===== src/rtl/v_serial_tx.sv =====
// Framed serial transmitter: start bit, WIDTH data bits LSB-first, optional even parity, stop bit; line idles high.
// Latency: accepted LOAD drives SO low on the next clock; a frame keeps RDY low for (WIDTH+2)*DIV cycles, (WIDTH+3)*DIV with parity.
// Backpressure: RDY=1 only in IDLE; LOAD while busy is ignored. Optional parity bit enabled by macro SERIAL_TX_PARITY_EN.
module v_serial_tx #(
  parameter int WIDTH = 4,
  parameter int DIV   = 4
) (
  input  logic             C,
  input  logic             CLR,
  input  logic [WIDTH-1:0] D,
  input  logic             LOAD,
  output logic             RDY,
  output logic             SO,
  output logic             BUSY
);

  localparam int TW = (DIV > 1) ? $clog2(DIV) : 1;
  localparam int IW = (WIDTH > 1) ? $clog2(WIDTH) : 1;
  localparam logic [TW-1:0] TMAX = TW'(DIV - 1);
  localparam logic [IW-1:0] IMAX = IW'(WIDTH - 1);

`ifdef SERIAL_TX_PARITY_EN
  typedef enum logic [2:0] {
    S_IDLE   = 3'd0,
    S_START  = 3'd1,
    S_DATA   = 3'd2,
    S_PARITY = 3'd3,
    S_STOP   = 3'd4
  } state_t;
`else
  typedef enum logic [2:0] {
    S_IDLE  = 3'd0,
    S_START = 3'd1,
    S_DATA  = 3'd2,
    S_STOP  = 3'd4
  } state_t;
`endif

  state_t           r_state, w_state_nxt;
  logic [TW-1:0]    r_tmr, w_tmr_nxt;
  logic [IW-1:0]    r_idx, w_idx_nxt;
  logic [WIDTH-1:0] r_shreg, w_shreg_nxt;
  logic             r_so, w_so_nxt;
  logic             w_bit_end;
`ifdef SERIAL_TX_PARITY_EN
  logic             r_par, w_par_nxt;
`endif

  assign w_bit_end = (r_tmr == TMAX);

  // Next-state, timer/index/shift updates, and the value SO takes after the edge.
  always_comb begin
    w_state_nxt = r_state;
    w_tmr_nxt   = r_tmr;
    w_idx_nxt   = r_idx;
    w_shreg_nxt = r_shreg;
    w_so_nxt    = 1'b1;
`ifdef SERIAL_TX_PARITY_EN
    w_par_nxt   = r_par;
`endif
    case (r_state)
      S_IDLE: begin
        w_tmr_nxt = '0;
        w_idx_nxt = '0;
        if (LOAD) begin
          w_shreg_nxt = D;
`ifdef SERIAL_TX_PARITY_EN
          w_par_nxt   = ^D;
`endif
          w_state_nxt = S_START;
        end
      end
      S_START: begin
        if (w_bit_end) begin
          w_tmr_nxt   = '0;
          w_state_nxt = S_DATA;
        end else begin
          w_tmr_nxt = r_tmr + TW'(1);
        end
      end
      S_DATA: begin
        if (w_bit_end) begin
          w_tmr_nxt   = '0;
          w_shreg_nxt = r_shreg >> 1;
          if (r_idx == IMAX) begin
            w_idx_nxt = '0;
`ifdef SERIAL_TX_PARITY_EN
            w_state_nxt = S_PARITY;
`else
            w_state_nxt = S_STOP;
`endif
          end else begin
            w_idx_nxt = r_idx + IW'(1);
          end
        end else begin
          w_tmr_nxt = r_tmr + TW'(1);
        end
      end
`ifdef SERIAL_TX_PARITY_EN
      S_PARITY: begin
        if (w_bit_end) begin
          w_tmr_nxt   = '0;
          w_state_nxt = S_STOP;
        end else begin
          w_tmr_nxt = r_tmr + TW'(1);
        end
      end
`endif
      S_STOP: begin
        if (w_bit_end) begin
          w_tmr_nxt   = '0;
          w_state_nxt = S_IDLE;
        end else begin
          w_tmr_nxt = r_tmr + TW'(1);
        end
      end
      default: begin
        // Unreachable encoding: recover to idle with the line high.
        w_state_nxt = S_IDLE;
        w_tmr_nxt   = '0;
        w_idx_nxt   = '0;
        w_shreg_nxt = '0;
      end
    endcase

    // SO is registered, so decode it from the post-edge state and shift value.
    case (w_state_nxt)
      S_START:  w_so_nxt = 1'b0;
      S_DATA:   w_so_nxt = w_shreg_nxt[0];
`ifdef SERIAL_TX_PARITY_EN
      S_PARITY: w_so_nxt = w_par_nxt;
`endif
      default:  w_so_nxt = 1'b1;
    endcase
  end

  // State and datapath registers; reset drops any frame in flight.
  always_ff @(posedge C or posedge CLR) begin
    if (CLR) begin
      r_state <= S_IDLE;
      r_tmr   <= '0;
      r_idx   <= '0;
      r_shreg <= '0;
      r_so    <= 1'b1;
`ifdef SERIAL_TX_PARITY_EN
      r_par   <= 1'b0;
`endif
    end else begin
      r_state <= w_state_nxt;
      r_tmr   <= w_tmr_nxt;
      r_idx   <= w_idx_nxt;
      r_shreg <= w_shreg_nxt;
      r_so    <= w_so_nxt;
`ifdef SERIAL_TX_PARITY_EN
      r_par   <= w_par_nxt;
`endif
    end
  end

  assign RDY  = (r_state == S_IDLE);
  assign BUSY = ~RDY;
  assign SO   = r_so;

endmodule


===== config.mk =====
export PLATFORM = sky130hd
export DESIGN_NAME = v_serial_tx
export DESIGN_NICKNAME = d
export VERILOG_FILES = /design/src/rtl/v_serial_tx.sv
export SDC_FILE = /design/constraint.sdc
export NUM_CORES = 1
export LEC_CHECK = 0
export CORE_MARGIN = 2
export CORE_UTILIZATION = 53
export DETAILED_ROUTE_END_ITERATION = 7
export DONT_BUFFER_PORTS = 1
export PLACE_DENSITY_LB_ADDON = 0.3
export SYNTH_ARGS = -nofsm -noshare
export SYNTH_HDL_FRONTEND = slang
export SYNTH_SLANG_ARGS = --single-unit

===== constraint.sdc =====
create_clock -name C -period 1.6 [get_ports C]
set_input_delay 0.32 -clock C [delete_from_list [all_inputs] [get_ports C]]
set_output_delay 0.32 -clock C [all_outputs]
set_load 0.01 [all_outputs]

## After elaboration in Yosys (flattened, before gate mapping)

Cells that the tools add are included.

| storage, ports and cells | value |
|---|---|
| flip-flop bits (word level) | 12 |
| logic and storage cells | 39 |
| output and inout port bits | 3 |

| operators by class | value |
|---|---|
| eq/ne operators | 9 |
| reduce and logical (&&, ||, !) cells | 5 |
| $add $sub $neg | 2 |
| muxes and demuxes | 15 |
| bitwise gates (word level) | 2 |

Operator list:

| cell | count |
|---|---|
| $mux W3 | 5 |
| $pmux W3 S4 | 1 |
| $pmux W4 S3 | 1 |
| $mux W2 | 4 |
| $mux W4 | 2 |
| $eq A3 B1 Y1 const B | 2 |
| $eq A3 B2 Y1 const B | 2 |
| $add A2 B1 Y2 const B | 2 |
| $eq A2 B2 Y1 const B | 2 |
| $ne A2 B2 Y1 const B | 2 |
| $pmux W2 S2 | 1 |
| $eq A3 B3 Y1 const B | 1 |
| $logic_not A3 Y1 | 1 |
| $reduce_and A3 Y1 | 1 |
| $reduce_or A3 Y1 | 1 |
| $not A1 Y1 | 2 |
| $pmux W1 S2 | 1 |
| $reduce_and A2 Y1 | 1 |
| $reduce_or A2 Y1 | 1 |

## Longest topological paths before layout

Gate-level depths: netlist of the first run.

| depth | value |
|---|---|
| depth in word-level cells | 6 |
| gate-level depth with buffers | 6 |
| depth with buffers taken out | 5 |

## Worst setup path after synthesis of the first run

Ideal clock, no wire load.

| timing path | value |
|---|---|
| path kind | register to register |
| from | reg r_tmr[0] |
| to | reg r_shreg[1] |
| required time | 1.508 ns |
| period minus slack after synthesis | 1.578 ns |
| stages on the path, launching flop included | 7 |
| setup slack | 0.022 ns |
| library setup time | 0.092 ns |
| data arrival time | 1.486 ns |
| cells stage by stage | dfrtp_1 ha_1 clkbuf_1 or3b_1 a21oi_2 o21ai_0 o31ai_2 |

| on the way | value |
|---|---|
| longest elaborated chain between the ends | 3 |

Ends and longest elaborated chain:

| item | RTL line | text |
|---|---|---|
| start, declared | 40 | `logic [TW-1:0] r_tmr, w_tmr_nxt;` |
| start signal, assigned | 150 | `r_tmr <= w_tmr_nxt;` |
| $eq A2 B2 Y1 | 49 | `assign w_bit_end = (r_tmr == TMAX);` |
| $ne A2 B2 Y1 (no source line) | n/a |  |
| $reduce_and A3 Y1 (no source line) | n/a |  |
| end signal, assigned | 152 | `r_shreg <= w_shreg_nxt;` |
| end, declared | 42 | `logic [WIDTH-1:0] r_shreg, w_shreg_nxt;` |

No other way between the ends.
A chain may end at the register's enable or synchronous reset.

## Worst setup path after layout of the first run

| timing path | value |
|---|---|
| from | reg r_state[1] |
| to | out RDY |

| on the way | value |
|---|---|
| longest elaborated chain between the ends | 1 |

Ends and longest elaborated chain:

| item | RTL line | text |
|---|---|---|
| start, declared | 39 | `state_t r_state, w_state_nxt;` |
| start signal, assigned | 149 | `r_state <= w_state_nxt;` |
| $logic_not A3 Y1 | 160 | `assign RDY = (r_state == S_IDLE);` |
| end, declared | 12 | `output logic RDY,` |

No other way between the ends.

==> results of run 1 <==
-- critical path, delay by kind of cell, from the launching register on --
| family | cells | cell delay, ns |
|---|---|---|
| buf+inv | 2 | 0.18 |
| simple gates | 1 | 0.41 |
| flops | 1 | 0.40 |
-- per-stage QoR --
step                cell area (um^2)  std cells
floorplan                        701         69
global placement                 726         84
detailed placement               726         84
CTS                              788         91
global route                     800         91
finish                           800         91
-- per-layer routing --
metal | global-route usage (%) | vias to the layer above | share of wire, %
met3 | 8.89 | 0 | 7.1
met4 | 5.00 | 0 | 0
met1 | 24.4 | 256 | 42
met5 | 0 | - | 0
li1 | - | 260 | -
met2 | 31.0 | 22 | 51
-- sequential cells by signal, summed over array words and instances (netlist names) --
signal and count:
r_state 3, r_idx 2, r_tmr 2, SO 1, r_shreg 4
-- area by class of cell --
class                           instances  area share, %
Clock buffer                            4           4.54
Inverter                                2          0.939
Multi-Input combinational cell         51           46.9
Sequential cell                        12           37.9
Tap cell                               15           2.35
Timing Repair Buffer                    7           7.36
-- cells by family after synthesis --
| family | synth area share [%] |
|---|---|
| AND/OR/NAND/NOR | 21.8 |
| AO/OA/AOI/OAI | 20.7 |
| flip-flops | 43.0 |
| buffers and inverters | 4.46 |
| multiplexers | 4.64 |
| adder cells (fa/ha/maj) | 5.36 |
-- how the worst min path moves through the flow --
stage / startpoint / end / slack, ns / cells past startpoint
floorplan: CLR / r_idx[0]$_DFFE_PP0P_ / 0.18 / 1
global placement: CLR / r_tmr[0]$_DFF_PP0_ / 0.24 / 1
detailed placement: CLR / r_tmr[1]$_DFF_PP0_ / 0.24 / 1
CTS: D[3] / r_shreg[3]$_DFFE_PP0P_ / 0.16 / 2
global route: D[3] / r_shreg[3]$_DFFE_PP0P_ / 0.16 / 2
finish: D[3] / r_shreg[3]$_DFFE_PP0P_ / 0.16 / 2
-- what timing repair did --
| item | 4_1_cts | 5_1_grt |
|---|---|---|
| hold buffers | 1 | 0 |
| setup buffers | 2 | 0 |
| setup endpoints to repair | 1 | 2 |
| pin swaps | 0 | 1 |
| resized for setup | 1 | 2 |
| cloned | 0 | 0 |
| endpoints found under the hold margin | 11 | 0 |
-- cells in the mapped netlist (2+ instances only) --
library cell  number
a22oi_1            3
o21ai_1            3
mux2_2             2
nor2_1             5
o21ai_0            3
dfrtp_1           11
ha_1               3
nand2b_1           3
nor3_1             2
nand2_1            7
nor2b_1            4
a32oi_1            2
-- power groups by stage --
| stage | registers [W] | clock network, W | logic (W) |
|---|---|---|---|
| final | 0.000472 | 0.000242 | 0.000568 |
| after global routing | 0.000485 | 0.000256 | 0.000623 |
| after CTS | 0.000473 | 0.000245 | 0.000543 |
| after detailed placement | 0.000498 | 0 | 0.000502 |
| after global placement | 0.000493 | 0 | 0.000486 |
| after floorplan | 0.000460 | 0 | 0.000431 |
==> run_results.csv, run 1 <==
group,metric,value,unit
synth,ys_seq_area_share,43.0,%
power,p_per_area,1600,nW/um^2
cells_and_area,final_cell_mix,"dfrtp_1 (10), nand2_1 (7), nor2_1 (5), buf_4 (5), nor2b_1 (4)",
global_route,grt-ovfl-total,0,
global_route,grt_pass1_wl,2060,um
worst_setup_path,r2r-start,"r_tmr[0]$_DFF_PP0_",
sta,fin_tns_setup,0,ns
placed_design,dp_slack,0.102,ns
cells_and_area,final_common_cell,"dfrtp_1",
worst_setup_path,worstSetupStartpoint,"r_state[1]$_DFF_PP0_",
synth,synth_top_area_share,39.3,%
clock_tree,cts_tree,"done",
sta,relSlewSlack,62.6,%
global_route,antenna_found_initial,0,
power,switching_power,0.000474,W
placed_design,port_buffers,0,
synth,synth_area_leaders,"dfrtp_1 (39%), ha_1 (5.4%), dfstp_2 (3.8%)",
synth,synth.avg_cell_area,10.2,um^2
clock_tree,cts-buffers-inserted,3,
flow_run,max_cap_viol_count,0,
power,clkPwrFrac,18.8,%
sta,final_max_slew_viol_count,0,
power,combPwrFrac,44.3,%
synth,synth-edff-count,0,
floorplan,num_io_pins,10,
floorplan,dieArea,1630,um^2
sta,rsz0062_at_grt,"true",
detailed_routing,wl_per_cell,15.2,um
worst_setup_path,reg2reg_depth,5,
clock_tree,clockBufferDepth,2,
cells_and_area,fin_util,63.0,%
cells_and_area,drive_gt1_share,28.9,%
cells_and_area,multi_input_area,375,um^2
global_route,grt.total_usage,19.7,%
synth,syn_nets,79,
sta,skew,0.00257,ns
synth,yosys.area.top_type,"dfrtp_1",
power,switching_share,37.0,%
floorplan,initial_core_util,55.2,%
worst_hold_path,hp-class,"input pin to flop",
floorplan,die_y,40.4,um
clock_tree,cts.reportedPaths.clkPinSlew,0.08,ns
cells_and_area,antenna_cells,0,
detailed_routing,ant_nets,0,
floorplan,rows,13,
detailed_routing,drc,0,
worst_setup_path,cp_slowest_stage_delay,0.41,ns
clock_tree,clock_latency,0.27,ns
worst_setup_path,crit_fanout,2,
worst_setup_path,path_cells,"or3_4 -> inv_2 -> buf_6",
power,p_seq_share,36.8,%
detailed_routing,via_per_inst,5.91,
sta,period_needed,1.59,ns
worst_setup_path,path_class,"flop to primary output",
sta,worstMarginPinSlew,0.560,ns
synth,ys_warn_count,0,
worst_setup_path,endpoint,"RDY",
sta,timing.final.crit_share,99.3,%
sta,hold_slack,0.160,ns
cells_and_area,nets,87,
sta,finalSetupViolations,0,
power,power,0.00128,W
worst_setup_path,worstPathRequired,1.28,ns
placed_design,post-dp-hpwl,983,um
global_route,grt_pass1_vias,488,
detailed_routing,vias,538,
worst_setup_path,crit_path_end_kind,"primary output",
clock_tree,cts.sinks,12,
sta,fmax,630,MHz
clock_tree,htree_levels,1,
synth,yosysUniqueCellTypes,33,
synth,ys_seq_elements,12,
clock_tree,cts-root-buf,"clkbuf_4",
synth,synth_flop_cell,"dfrtp_1",
power,p_leak,0.350,nW
sta,worst_slack,0.0118,ns
synth,synth_cells,69,
sta,hold_violations,0,
detailed_routing,dr.pass1.iters,4,
cells_and_area,final.fill_count,108,
floorplan,core,1270,um^2
cells_and_area,regArea,303,um^2
run_status,status,"finished, final reports clean",
synth,async_flop_share,100,%
worst_setup_path,crit_arrival,1.27,ns
worst_setup_path,r2r_setup_slack,0.09,ns
detailed_routing,drtIter0Drc,11,
worst_setup_path,cp-start-kind,"flop",
cells_and_area,syn2layout_area_growth,14.1,%
global_route,grt_max_degree,13,
worst_setup_path,r2r_end,"r_shreg[1]$_DFFE_PP0P_",
detailed_routing,routed_wl,1390,um
power,vdd_drop_max,0.882,mV
placed_design,place_congestion,0.725,
synth,syn-cell-area,701,um^2
worst_setup_path,cp_slowest_cell,"or3_4",
power,power.internal,0.000808,W
floorplan,die_w,40.4,um
(Power assumes the default switching activity.)
==> run 2: changes to the inputs <==
--- a/config.mk
+++ b/config.mk
@@ -10,6 +10,7 @@
 export DETAILED_ROUTE_END_ITERATION = 7
 export DONT_BUFFER_PORTS = 1
 export PLACE_DENSITY_LB_ADDON = 0.3
+export SKIP_LAST_GASP = 1
 export SYNTH_ARGS = -nofsm -noshare
 export SYNTH_HDL_FRONTEND = slang
 export SYNTH_SLANG_ARGS = --single-unit
==> results of run 2 <==
Final layout, timing and power as in run 1 (identical DEF).
==> run 3: changes to the inputs <==
--- a/config.mk
+++ b/config.mk
@@ -5,9 +5,9 @@
 export SDC_FILE = /design/constraint.sdc
 export NUM_CORES = 1
 export LEC_CHECK = 0
-export CORE_MARGIN = 2
-export CORE_UTILIZATION = 53
+export CORE_AREA = 2 2 39 41
 export DETAILED_ROUTE_END_ITERATION = 7
+export DIE_AREA = 0 0 41 43
 export DONT_BUFFER_PORTS = 1
 export PLACE_DENSITY_LB_ADDON = 0.3
 export SKIP_LAST_GASP = 1
==> constraint.sdc (replaced) <==
create_clock -name C -period 1.66 [get_ports C]
set_input_delay 0.332 -clock C [delete_from_list [all_inputs] [get_ports C]]
set_output_delay 0.332 -clock C [all_outputs]
set_load 0.01 [all_outputs]
==> run 3 against run 2 <==
Against the previous run: register-to-register slack better by 0.04 ns; flip-flop and latch count stayed put; die area increased by 8.2%; routed wire length down 4.9%; critical path depth grew 2; final area shrank 3.0%; first-iteration DRC count rose by 27%; critical endpoint is now r_shreg[1]$_DFFE_PP0P_; hold slack better by 0.0097 ns; sequential power shrank 3%.
==> run_results.csv, run 3 (synthesis results as in run 1) <==
group,metric,value,unit
clock_tree,clock_latency,0.28,ns
floorplan,initial_core_util,50.6,%
global_route,grt.total_usage,19.8,%
global_route,grt_pass1_wl,2330,um
sta,period_needed,1.53,ns
global_route,grt_max_degree,13,
placed_design,place_congestion,0.825,
sta,timing.final.crit_share,92.2,%
sta,fin_tns_setup,0,ns
worst_hold_path,worstHoldStart,"D[3]",
detailed_routing,via_per_inst,5.77,
worst_setup_path,crit_fanout,5,
power,power.internal,0.000756,W
sta,hold_violations,0,
flow_run,max_cap_viol_count,0,
detailed_routing,drc,0,
detailed_routing,wl_per_cell,14.6,um
floorplan,dieArea,1760,um^2
power,p_leak,0.337,nW
power,switching_power,0.000441,W
detailed_routing,routed_wl,1320,um
sta,worstMarginPinSlew,0.517,ns
cells_and_area,antenna_cells,0,
floorplan,core,1380,um^2
cells_and_area,drive_gt1_share,27.0,%
sta,skew,0.00242,ns
sta,hold_slack,0.170,ns
power,p_seq_share,38.3,%
worst_setup_path,cp-start-kind,"flop",
sta,finalSetupViolations,0,
clock_tree,cts_tree,"done",
detailed_routing,dr.pass1.iters,4,
sta,relSlewSlack,65.4,%
global_route,grt-ovfl-total,0,
worst_setup_path,crit_arrival,1.72,ns
power,vdd_drop_max,0.764,mV
clock_tree,cts-buffers-inserted,3,
floorplan,die_y,43,um
detailed_routing,ant_nets,0,
floorplan,num_io_pins,10,
run_status,status,"finished, final reports clean",
cells_and_area,nets,85,
floorplan,die_w,41,um
worst_setup_path,path_class,"flop to flop",
power,clkPwrFrac,19.9,%
placed_design,post-dp-hpwl,989,um
worst_setup_path,crit_path_end_kind,"flop",
worst_hold_path,hp-class,"input pin to flop",
clock_tree,htree_levels,1,
floorplan,rows,14,
global_route,antenna_found_initial,0,
sta,fmax,654,MHz
cells_and_area,final_common_cell,"dfrtp_1",
worst_setup_path,worstPathRequired,1.85,ns
sta,final_max_slew_viol_count,0,
detailed_routing,vias,519,
cells_and_area,syn2layout_area_growth,10.7,%
worst_setup_path,r2r-start,"r_tmr[0]$_DFF_PP0_",
power,switching_share,36.8,%
cells_and_area,largest_reg_flops,4,
cells_and_area,final_cell_mix,"dfrtp_1 (11), nand2_1 (7), nor2_1 (5), nor2b_1 (4), buf_4 (4)",
clock_tree,cts-root-buf,"clkbuf_4",
cells_and_area,reg_top3,"r_shreg (4), r_state (3)",
clock_tree,clockBufferDepth,2,
sta,rsz0062_at_grt,"false",
cells_and_area,regMostFlops,"r_shreg",
clock_tree,cts.sinks,12,
placed_design,port_buffers,0,
power,p_per_area,1540,nW/um^2
worst_setup_path,worstSetupStartpoint,"r_tmr[0]$_DFF_PP0_",
global_route,grt_pass1_vias,523,
detailed_routing,drtIter0Drc,14,
power,combPwrFrac,41.7,%
clock_tree,cts.reportedPaths.clkPinSlew,0.08,ns
==> run 3: cell count changes in the layout (fill, tap and decap cells not counted), sizes merged <==
| cell | delta |
|---|---|
| buf | -2 |
==> run 3: final timing paths <==
check                                         end  slack [ns]  cells after the start
hold / removal             r_shreg[3]$_DFFE_PP0P_        0.17                      2
min in group asynchronous      r_tmr[1]$_DFF_PP0_        0.50                      2
hold reg to reg                r_tmr[0]$_DFF_PP0_        0.49                      1
setup reg to reg           r_shreg[1]$_DFFE_PP0P_        0.13                      5
setup / recovery           r_shreg[1]$_DFFE_PP0P_        0.13                      5
max in group asynchronous            SO$_DFF_PP1_        0.81                      2
==> run 3: power groups by stage <==
stage	sequential (W)	combinational, W	clock [W]
after CTS	0.000459	0.000496	0.000242
final	0.000459	0.000500	0.000239
after detailed placement	0.000464	0.000494	0
after global routing	0.000473	0.000568	0.000257
after global placement	0.000460	0.000484	0
after floorplan	0.000443	0.000415	0
==> run 3: timing repair <==
| item | CTS | global route |
|---|---|---|
| hold endpoints to repair | 11 | 0 |
| hold buffers | 1 | 0 |
| setup buffers | 0 | 0 |
| resized for setup | 0 | 1 |
| setup endpoints to repair | 0 | 1 |
==> run 3: metal layers <==
layer,vias to the layer above,wire length [um],track usage (%)
met5,-,0,0
met4,0,22,12.0
met3,4,48,4.19
met2,13,619,25.9
met1,244,626,28.6
li1,258,-,-
==> run 3: area by class of cell <==
type	instances	area [um^2]
fill	119	608
multi-input combinational	51	370
sequential	12	302
timing repair buffer	5	40.0
clock buffer	4	36.3
tap	16	20.0
inverter	2	7.51
==> run 3: critical path, stage by stage (launching register included) <==
cell,delay (ns)
dfrtp_1,0.40
ha_2,0.23
or3b_1,0.37
a21oi_2,0.22
o21ai_0,0.14
o31ai_2,0.08
==> run 3: stage by stage <==
| stage | worst slack (ns) | utilization (%) | area [um^2] | total power [W] | instances |
|---|---|---|---|---|---|
| after floorplan | 0.0820 | - | 701 | 0.000859 | 69 |
| after global placement | 0.156 | 52.5 | 727 | 0.000944 | 85 |
| after detailed placement | 0.104 | 52.5 | 727 | 0.000958 | 85 |
| after CTS | 0.0850 | 55.9 | 773 | 0.00120 | 90 |
| after global routing | 0.0307 | 56.1 | 776 | 0.00130 | 90 |
| final | 0.130 | 56.1 | 776 | 0.00120 | 90 |
